[src/rtl/vga_timing_ctrl.sv]
// vga_timing_ctrl: 640x480@60 VGA timing, row/frame fetch pacing and aligned RGB565 output stage
module vga_timing_ctrl #(
  parameter int PIX_LAT    = 0,
  parameter bit SWAP_BYTES = 1,
  parameter int FETCH_LEN  = 8
) (
  input  logic        clk_25M,
  input  logic        rst_n_25M,
  input  logic        display_en,
  input  logic [15:0] pixel_data,
  output logic [9:0]  vga_h_counter,
  output logic [9:0]  vga_v_counter,
  output logic        start_frame,
  output logic        start_row,
  output logic        frame_done,
  output logic        vga_hsync,
  output logic        vga_vsync,
  output logic [4:0]  vga_r,
  output logic [5:0]  vga_g,
  output logic [4:0]  vga_b
);
  localparam logic [9:0] H_MAX   = 10'd799;
  localparam logic [9:0] V_MAX   = 10'd524;
  localparam logic [9:0] ROW_END = 10'(640 + FETCH_LEN - 1);
  logic [9:0]       h_nx, v_nx;
  logic [15:0]      p, rgb_q;
  logic             act;
  logic [PIX_LAT:0] hs_sr, vs_sr, act_sr;
  always_comb begin
    h_nx = vga_h_counter == H_MAX ? '0 : vga_h_counter + 1'b1;
    v_nx = vga_h_counter != H_MAX ? vga_v_counter : vga_v_counter == V_MAX ? '0 : vga_v_counter + 1'b1;
    p    = SWAP_BYTES ? {pixel_data[7:0], pixel_data[15:8]} : pixel_data;
    act  = vga_h_counter < 10'd640 && vga_v_counter < 10'd480;
  end
  // fetch strobes are computed from the next position so they line up with the registered counters
  always_ff @(posedge clk_25M or negedge rst_n_25M) begin
    if (!rst_n_25M) begin
      vga_h_counter <= '0;
      vga_v_counter <= '0;
      start_frame   <= 1'b0;
      start_row     <= 1'b0;
      frame_done    <= 1'b0;
      hs_sr         <= '1;
      vs_sr         <= '1;
      act_sr        <= '0;
      rgb_q         <= '0;
    end else begin
      vga_h_counter <= h_nx;
      vga_v_counter <= v_nx;
      start_frame   <= v_nx == 10'd523;
      start_row     <= h_nx >= 10'd640 && h_nx <= ROW_END && (v_nx == V_MAX || v_nx <= 10'd478);
      frame_done    <= vga_h_counter == 10'd639 && vga_v_counter == 10'd479;
      hs_sr[0]      <= !(vga_h_counter >= 10'd656 && vga_h_counter <= 10'd751);
      vs_sr[0]      <= !(vga_v_counter >= 10'd490 && vga_v_counter <= 10'd491);
      act_sr[0]     <= act;
      for (int i = 1; i <= PIX_LAT; i++) begin
        hs_sr[i]  <= hs_sr[i-1];
        vs_sr[i]  <= vs_sr[i-1];
        act_sr[i] <= act_sr[i-1];
      end
      rgb_q <= display_en ? p : '0;
    end
  end
  assign vga_hsync = hs_sr[PIX_LAT];
  assign vga_vsync = vs_sr[PIX_LAT];
  assign vga_r = act_sr[PIX_LAT] ? rgb_q[15:11] : '0;
  assign vga_g = act_sr[PIX_LAT] ? rgb_q[10:5]  : '0;
  assign vga_b = act_sr[PIX_LAT] ? rgb_q[4:0]   : '0;
endmodule

[config.mk]
export PLATFORM = sky130hd
export DESIGN_NAME = vga_timing_ctrl
export DESIGN_NICKNAME = d
export VERILOG_FILES = /design/src/rtl/vga_timing_ctrl.sv
export SDC_FILE = /design/constraint.sdc
export NUM_CORES = 1
export LEC_CHECK = 0
export ABC_CLOCK_PERIOD_IN_PS = 5050
export BUFFER_PORTS_ARGS = -buffer_cell sky130_fd_sc_hd__buf_2
export CORE_MARGIN = 10
export CORE_UTILIZATION = 56
export CTS_BUF_LIST = sky130_fd_sc_hd__clkbuf_4 sky130_fd_sc_hd__clkbuf_8 sky130_fd_sc_hd__clkbuf_16
export DETAILED_ROUTE_END_ITERATION = 10
export PLACE_DENSITY = 0.85
export SYNTH_ARGS = -nofsm -noshare
export SYNTH_HDL_FRONTEND = slang
export SYNTH_SLANG_ARGS = --single-unit
[constraint.sdc]
create_clock -name clk_25M -period 5.05 [get_ports clk_25M]
set_clock_uncertainty 0.15 [all_clocks]
set_input_delay 0.505 -clock clk_25M [delete_from_list [all_inputs] [get_ports clk_25M]]
set_output_delay 0.505 -clock clk_25M [all_outputs]
set_load 0.05 [all_outputs]
==> flow_summary.ini, run 1 <==
[critical_path]
worstPathMaxFanout = 8
criticalPathCategory = flop to flop
endpoint_kind = flop
max_stage_delay_ns = 0.43
path_cells = ha_1 > and4_1 > nand4_4 > nor4_1 > xnor2_1 > nand3_1 > nor4_2 > nand3_1 > a211oi_1
path_common_cell = nand3_1
arrival_ns = 2.88
startpoint_type = flop
cp_top_family = simple AND/OR/NAND/NOR gates
path_buf_inv = 0
critPathSlowestCell = dfrtp_1
crit_required_ns = 5.11

[placement]
dp_hpwl_um = 3890
gp_congestion = 0.927
portBuffers = 59

[run_status]
status = completed

[hold_path]
hold_class = primary input to async pin

[yosys]
ys_ff_latch = 42
ys.flop_type = dfrtp_1
synthArstFlopShare = 1.00
syn_nets = 246
avgSynthCellArea_um2 = 9.64
ys_types = 45
synth_area_mm2 = 0.00215
synth-edff-count = 0
yosysWarningCount = 0
ys_seq_area_frac = 0.490
syn_inst = 223

[finish]
multi_input_area_mm2 = 0.00101
drive_gt1_frac = 0.293
area_growth_pct = 19.8
seqCellArea_mm2 = 0.00105
num-nets-final = 302
fill_cells = 289
antenna_cells = 0

[drt]
ant_nets = 0
vias_per_cell = 5.43
first_pass_iters = 4
drt_iter0_drc = 122
wire_per_inst_um = 15.8
num_vias = 1782
post-route-drc-count = 0
wl_um = 5190

[clock_network]
cts_buffers = 5
cts_tree = yes
htreeDepth = 2
cts_resized = 0
worstSkewPairLatency_ns = 0.30
postCtsHoldBufs = 0
cts.sinks = 42
cts.clk_slew.worst_paths_ns = 0.08
cts_setup_buffers = 0
cts_max_path_buffers = 2
clockRootBuffer = clkbuf_8

[die]
start_util = 0.583
coreArea_mm2 = 0.00369
rows = 22
die_x_um = 82.0
die_area_mm2 = 0.00672
die_height_um = 82.0
pin_count = 60

[global_route]
grt_pass1_vias = 1712
grt_max_degree = 43
grt_usage = 0.157
grt_pass1_wl_um = 8210
antenna_found_initial = 0
gr-total-overflow = 0

[timing]
period_share = 0.559
rsz0062_at_grt = false
fmax_mhz = 354
relSlewSlack = 0.408
worst_pin_slew_ns = 0.888
slew_violations = 0
finalSetupViolCount = 0
min_period_ns = 2.82
hold_violations = 0
finalSetupTns_ns = 0

[pwr]
max-vdd-ir-drop_mv = 0.170
powerDensity_mw_per_mm2 = 259
p_leak_nw = 1.28
total_power_w = 0.000666

[flow_run]
cap_violations = 0
-- power by group --
part | leakage (nW) | switching [W] | internal [W]
combinational | 0.686 | 0.0000379 | 0.0000156
sequential | 0.543 | 0.00000128 | 0.000342
clock | 0.0548 | 0.000116 | 0.000153
total | 1.28 | 0.000155 | 0.000511
-- flip-flops by register name (all words and copies together), names as in the netlist --
| register | flops |
|---|---|
| vga_vsync | 1 |
| vga_h_counter | 10 |
| start_row | 1 |
| vga_v_counter | 10 |
| act_sr | 1 |
| frame_done | 1 |
| start_frame | 1 |
| rgb_q | 16 |
| vga_hsync | 1 |
-- layer usage --
metal | track usage | vias up | wire (um)
met5 | 0 | - | 0
met4 | 0.0612 | 0 | 50
met3 | 0.0437 | 5 | 514
met2 | 0.248 | 74 | 2370
met1 | 0.200 | 833 | 2250
li1 | - | 870 | -
-- Yosys cell counts (2+ instances only) --
library cell / number / area (um2)
nand2_1: 21 / 78.8
nand2b_1: 2 / 12.5
nand3_1: 8 / 40.0
inv_1: 12 / 45.0
dfrtp_1: 40 / 1000
o21a_1: 2 / 15.0
dfstp_2: 2 / 52.6
o31ai_1: 3 / 22.5
nand4_1: 6 / 37.5
and2_1: 34 / 213
or2_2: 2 / 12.5
o21ai_0: 12 / 60.1
clkbuf_1: 7 / 26.3
xor2_1: 4 / 35.0
a21oi_1: 3 / 15.0
or4_1: 2 / 15.0
nor2_1: 12 / 45.0
nor4_1: 3 / 18.8
o22ai_1: 2 / 12.5
buf_2: 2 / 10.0
nor3_1: 9 / 45.0
or3_1: 2 / 12.5
ha_1: 4 / 50.1
xnor2_1: 7 / 61.3
nor4_2: 2 / 25.0
-- kinds of logic after synthesis --
family          after synthesis  share of synthesized area
fa+ha+maj                     4                     0.0233
flops                        42                      0.490
compound gates               28                     0.0832
xor+xnor                     11                     0.0448
simple gates                116                      0.317
buf+inv                      22                     0.0413
-- cell type report --
class | count | area share
Sequential cell | 42 | 0.409
Multi-Input combinational cell | 159 | 0.391
Timing Repair Buffer | 59 | 0.115
Clock buffer | 6 | 0.0296
Tap cell | 48 | 0.0233
Inverter | 12 | 0.0175
Clock inverter | 2 | 0.0146
-- final timing paths --
path	start	to	slack (ns)	cells past startpoint
min reg2reg	vga_h_counter[0]	vga_h_counter[0]	0.39	1
max in group asynchronous	rst_n_25M	start_row	4.02	1
min in group clk_25M	pixel_data[1]	rgb_q[9]	0.26	2
min	rst_n_25M	rgb_q[12]	0.18	1
max reg2reg	vga_h_counter[0]	start_row	2.23	9
max	vga_h_counter[0]	start_row	2.23	9
-- stage by stage --
stage | setup WS [ns] | std cells | hold slack (ns) | util | area (um2)
final | 2.23 | 328 | 0.177 | 0.698 | 2570
after global routing | 1.97 | 328 | 0.252 | 0.698 | 2570
after CTS | 2.25 | 328 | 0.210 | 0.698 | 2570
after detailed placement | 2.27 | 320 | 0.382 | 0.667 | 2460
after global placement | 2.48 | 320 | 0.354 | 0.667 | 2460
after floorplan | 2.28 | 223 | 0.0594 | - | 2150
-- layout by cell type, fill, tap and decap left out, drive strengths merged --
master    count
buf          59
dfrtp        40
and2         34
nand2        22
nor2         13
inv          12
o21ai        12
nor3         10
nand3         9
nand4         8
xnor2         7
clkbuf        6
nor4          5
xor2          4
ha            4
o31ai         3
a21oi         3
or3           3
or2           2
o22ai         2
nand2b        2
o21a          2
or4           2
dfstp         2
and3          2
and4          1
nand4bb       1
and2b         1
o211ai        1
a21o          1
a2111o        1
o2bb2ai       1
a31oi         1
a211oi        1
nand3b        1
bufinv        1
clkinvlp      1
Note: power is estimated with default switching activity, not from simulation.
==> run 2: changes to the inputs <==
ABC_CLOCK_PERIOD_IN_PS = 2450   (was 5050)
CORE_UTILIZATION = 47   (was 56)
PLACE_DENSITY = 0.76   (was 0.85)
clock period = 2.45 ns   (was 5.05 ns; I/O delays follow)
==> flow_summary.ini, run 2 (same netlist as run 1, synthesis figures left out) <==
[pwr]
max-vdd-ir-drop_mv = 0.235
total_power_w = 0.00127
p_leak_nw = 1.40
powerDensity_mw_per_mm2 = 443

[critical_path]
arrival_ns = 2.44
crit_required_ns = 2.51
worstPathMaxFanout = 8
criticalPathCategory = flop to flop
startpoint_type = flop
endpoint_kind = flop

[die]
rows = 24
pin_count = 60
die_height_um = 87.6
coreArea_mm2 = 0.00438
start_util = 0.490
die_area_mm2 = 0.00768
die_x_um = 87.6

[finish]
antenna_cells = 0
drive_gt1_frac = 0.407
largestRegisters = rgb_q (16), vga_h_counter (10), vga_v_counter (10)
num-nets-final = 327
layout_common_cells = 59 x buf_2, 34 x and2_1, 30 x dfrtp_1
layout_commonest_cell = buf_2
top_register = rgb_q
largest_reg_flops = 16
area_growth_pct = 33.2
final_util = 0.653

[placement]
dp_hpwl_um = 4280
place_ws_ns = -0.0376
gp_congestion = 0.941
portBuffers = 59

[timing]
finalSetupTns_ns = 0
min_period_ns = 2.38
period_share = 0.971
slew_violations = 0
fmax_mhz = 420
hold_violations = 0
holdWs_ns = 0.00890
finalSetupViolCount = 0
rsz0062_at_grt = true
worst_pin_slew_ns = 0.523
relSlewSlack = 0.648
fin_ws_ns = 0.0703

[clock_network]
worstSkewPairLatency_ns = 0.29
htreeDepth = 2
cts_buffers = 5
clockRootBuffer = clkbuf_8
cts.clk_slew.worst_paths_ns = 0.08
cts_max_path_buffers = 2
cts.sinks = 42
cts_tree = yes

[drt]
post-route-drc-count = 0
vias_per_cell = 5.26
num_vias = 1878
wl_um = 5660
drt_iter0_drc = 46
first_pass_iters = 4
ant_nets = 0
wire_per_inst_um = 15.8

[run_status]
status = completed

[global_route]
antenna_found_initial = 0
grt_pass1_vias = 1954
gr-total-overflow = 0
grt_usage = 0.145
grt_max_degree = 19
grt_pass1_wl_um = 9060

[hold_path]
hold_class = primary input to flop

[flow_run]
cap_violations = 0
-- run 2: changes by cell type in the layout (fill, tap and decap cells not counted), moves of 3 or more --
cell           change
buf_4             +22
dfrtp_1           -10
dfrtp_2           +10
dlygate4sd3_1      +3
nor4_4             +3
-- run 2: through the flow --
step | instances | cell area [um2]
floorplan | 223 | 2200
global placement | 343 | 2650
detailed placement | 343 | 2650
CTS | 353 | 2770
global route | 357 | 2860
finish | 357 | 2860
-- run 2: repair_timing --
action / 4_1_cts / 5_1_grt
endpoints found under the setup margin: 1 / 2
endpoints found under the hold margin: 15 / 1
setup buffers: 0 / 3
hold buffers: 2 / 1
pin swaps: 1 / 5
resized for setup: 4 / 10
-- run 2: path summary, 6_finish.rpt --
kind	from	end	slack [ns]	depth (start not counted)
setup reg to reg	vga_h_counter[1]	start_row	0.07	9
setup / recovery	vga_h_counter[1]	start_row	0.07	9
max in group asynchronous	rst_n_25M	vga_h_counter[0]	1.34	3
hold reg to reg	vga_h_counter[2]	vga_h_counter[2]	0.40	1
hold / removal	pixel_data[8]	rgb_q[0]	0.009	2
min in group asynchronous	rst_n_25M	vga_v_counter[9]	0.27	2
-- run 2: cell type report --
type                    instances  area, um2
clock buffers                   6       76.3
multi-input cells             159       1110
fillers                       360       1520
repair buffers                 84        490
flip-flops and latches         42       1070
inverters                      12       45.0
well taps                      52       65.1
clock inverters                 2       10.0
-- run 2: metal layers --
metal	up-vias	global-route usage	wire (um)
li1	921	-	-
met1	857	0.176	2410
met2	87	0.239	2580
met3	13	0.0511	561
met4	0	0.0348	98
met5	-	0	0
-- run 2: worst max-delay path, cell delays in order (launching register included) --
cell,delay [ns]
dfrtp_2,0.41
ha_4,0.16
and4_4,0.26
nand4_4,0.18
or3_4,0.40
nand2_2,0.08
nand3_2,0.10
nor4_4,0.25
nand3_1,0.13
a211oi_2,0.19
-- run 2: power by group --
part / internal (W) / switching (W)
sequential: 0.000706 / 0.00000290
clock: 0.000209 / 0.000235
combinational: 0.0000374 / 0.0000793
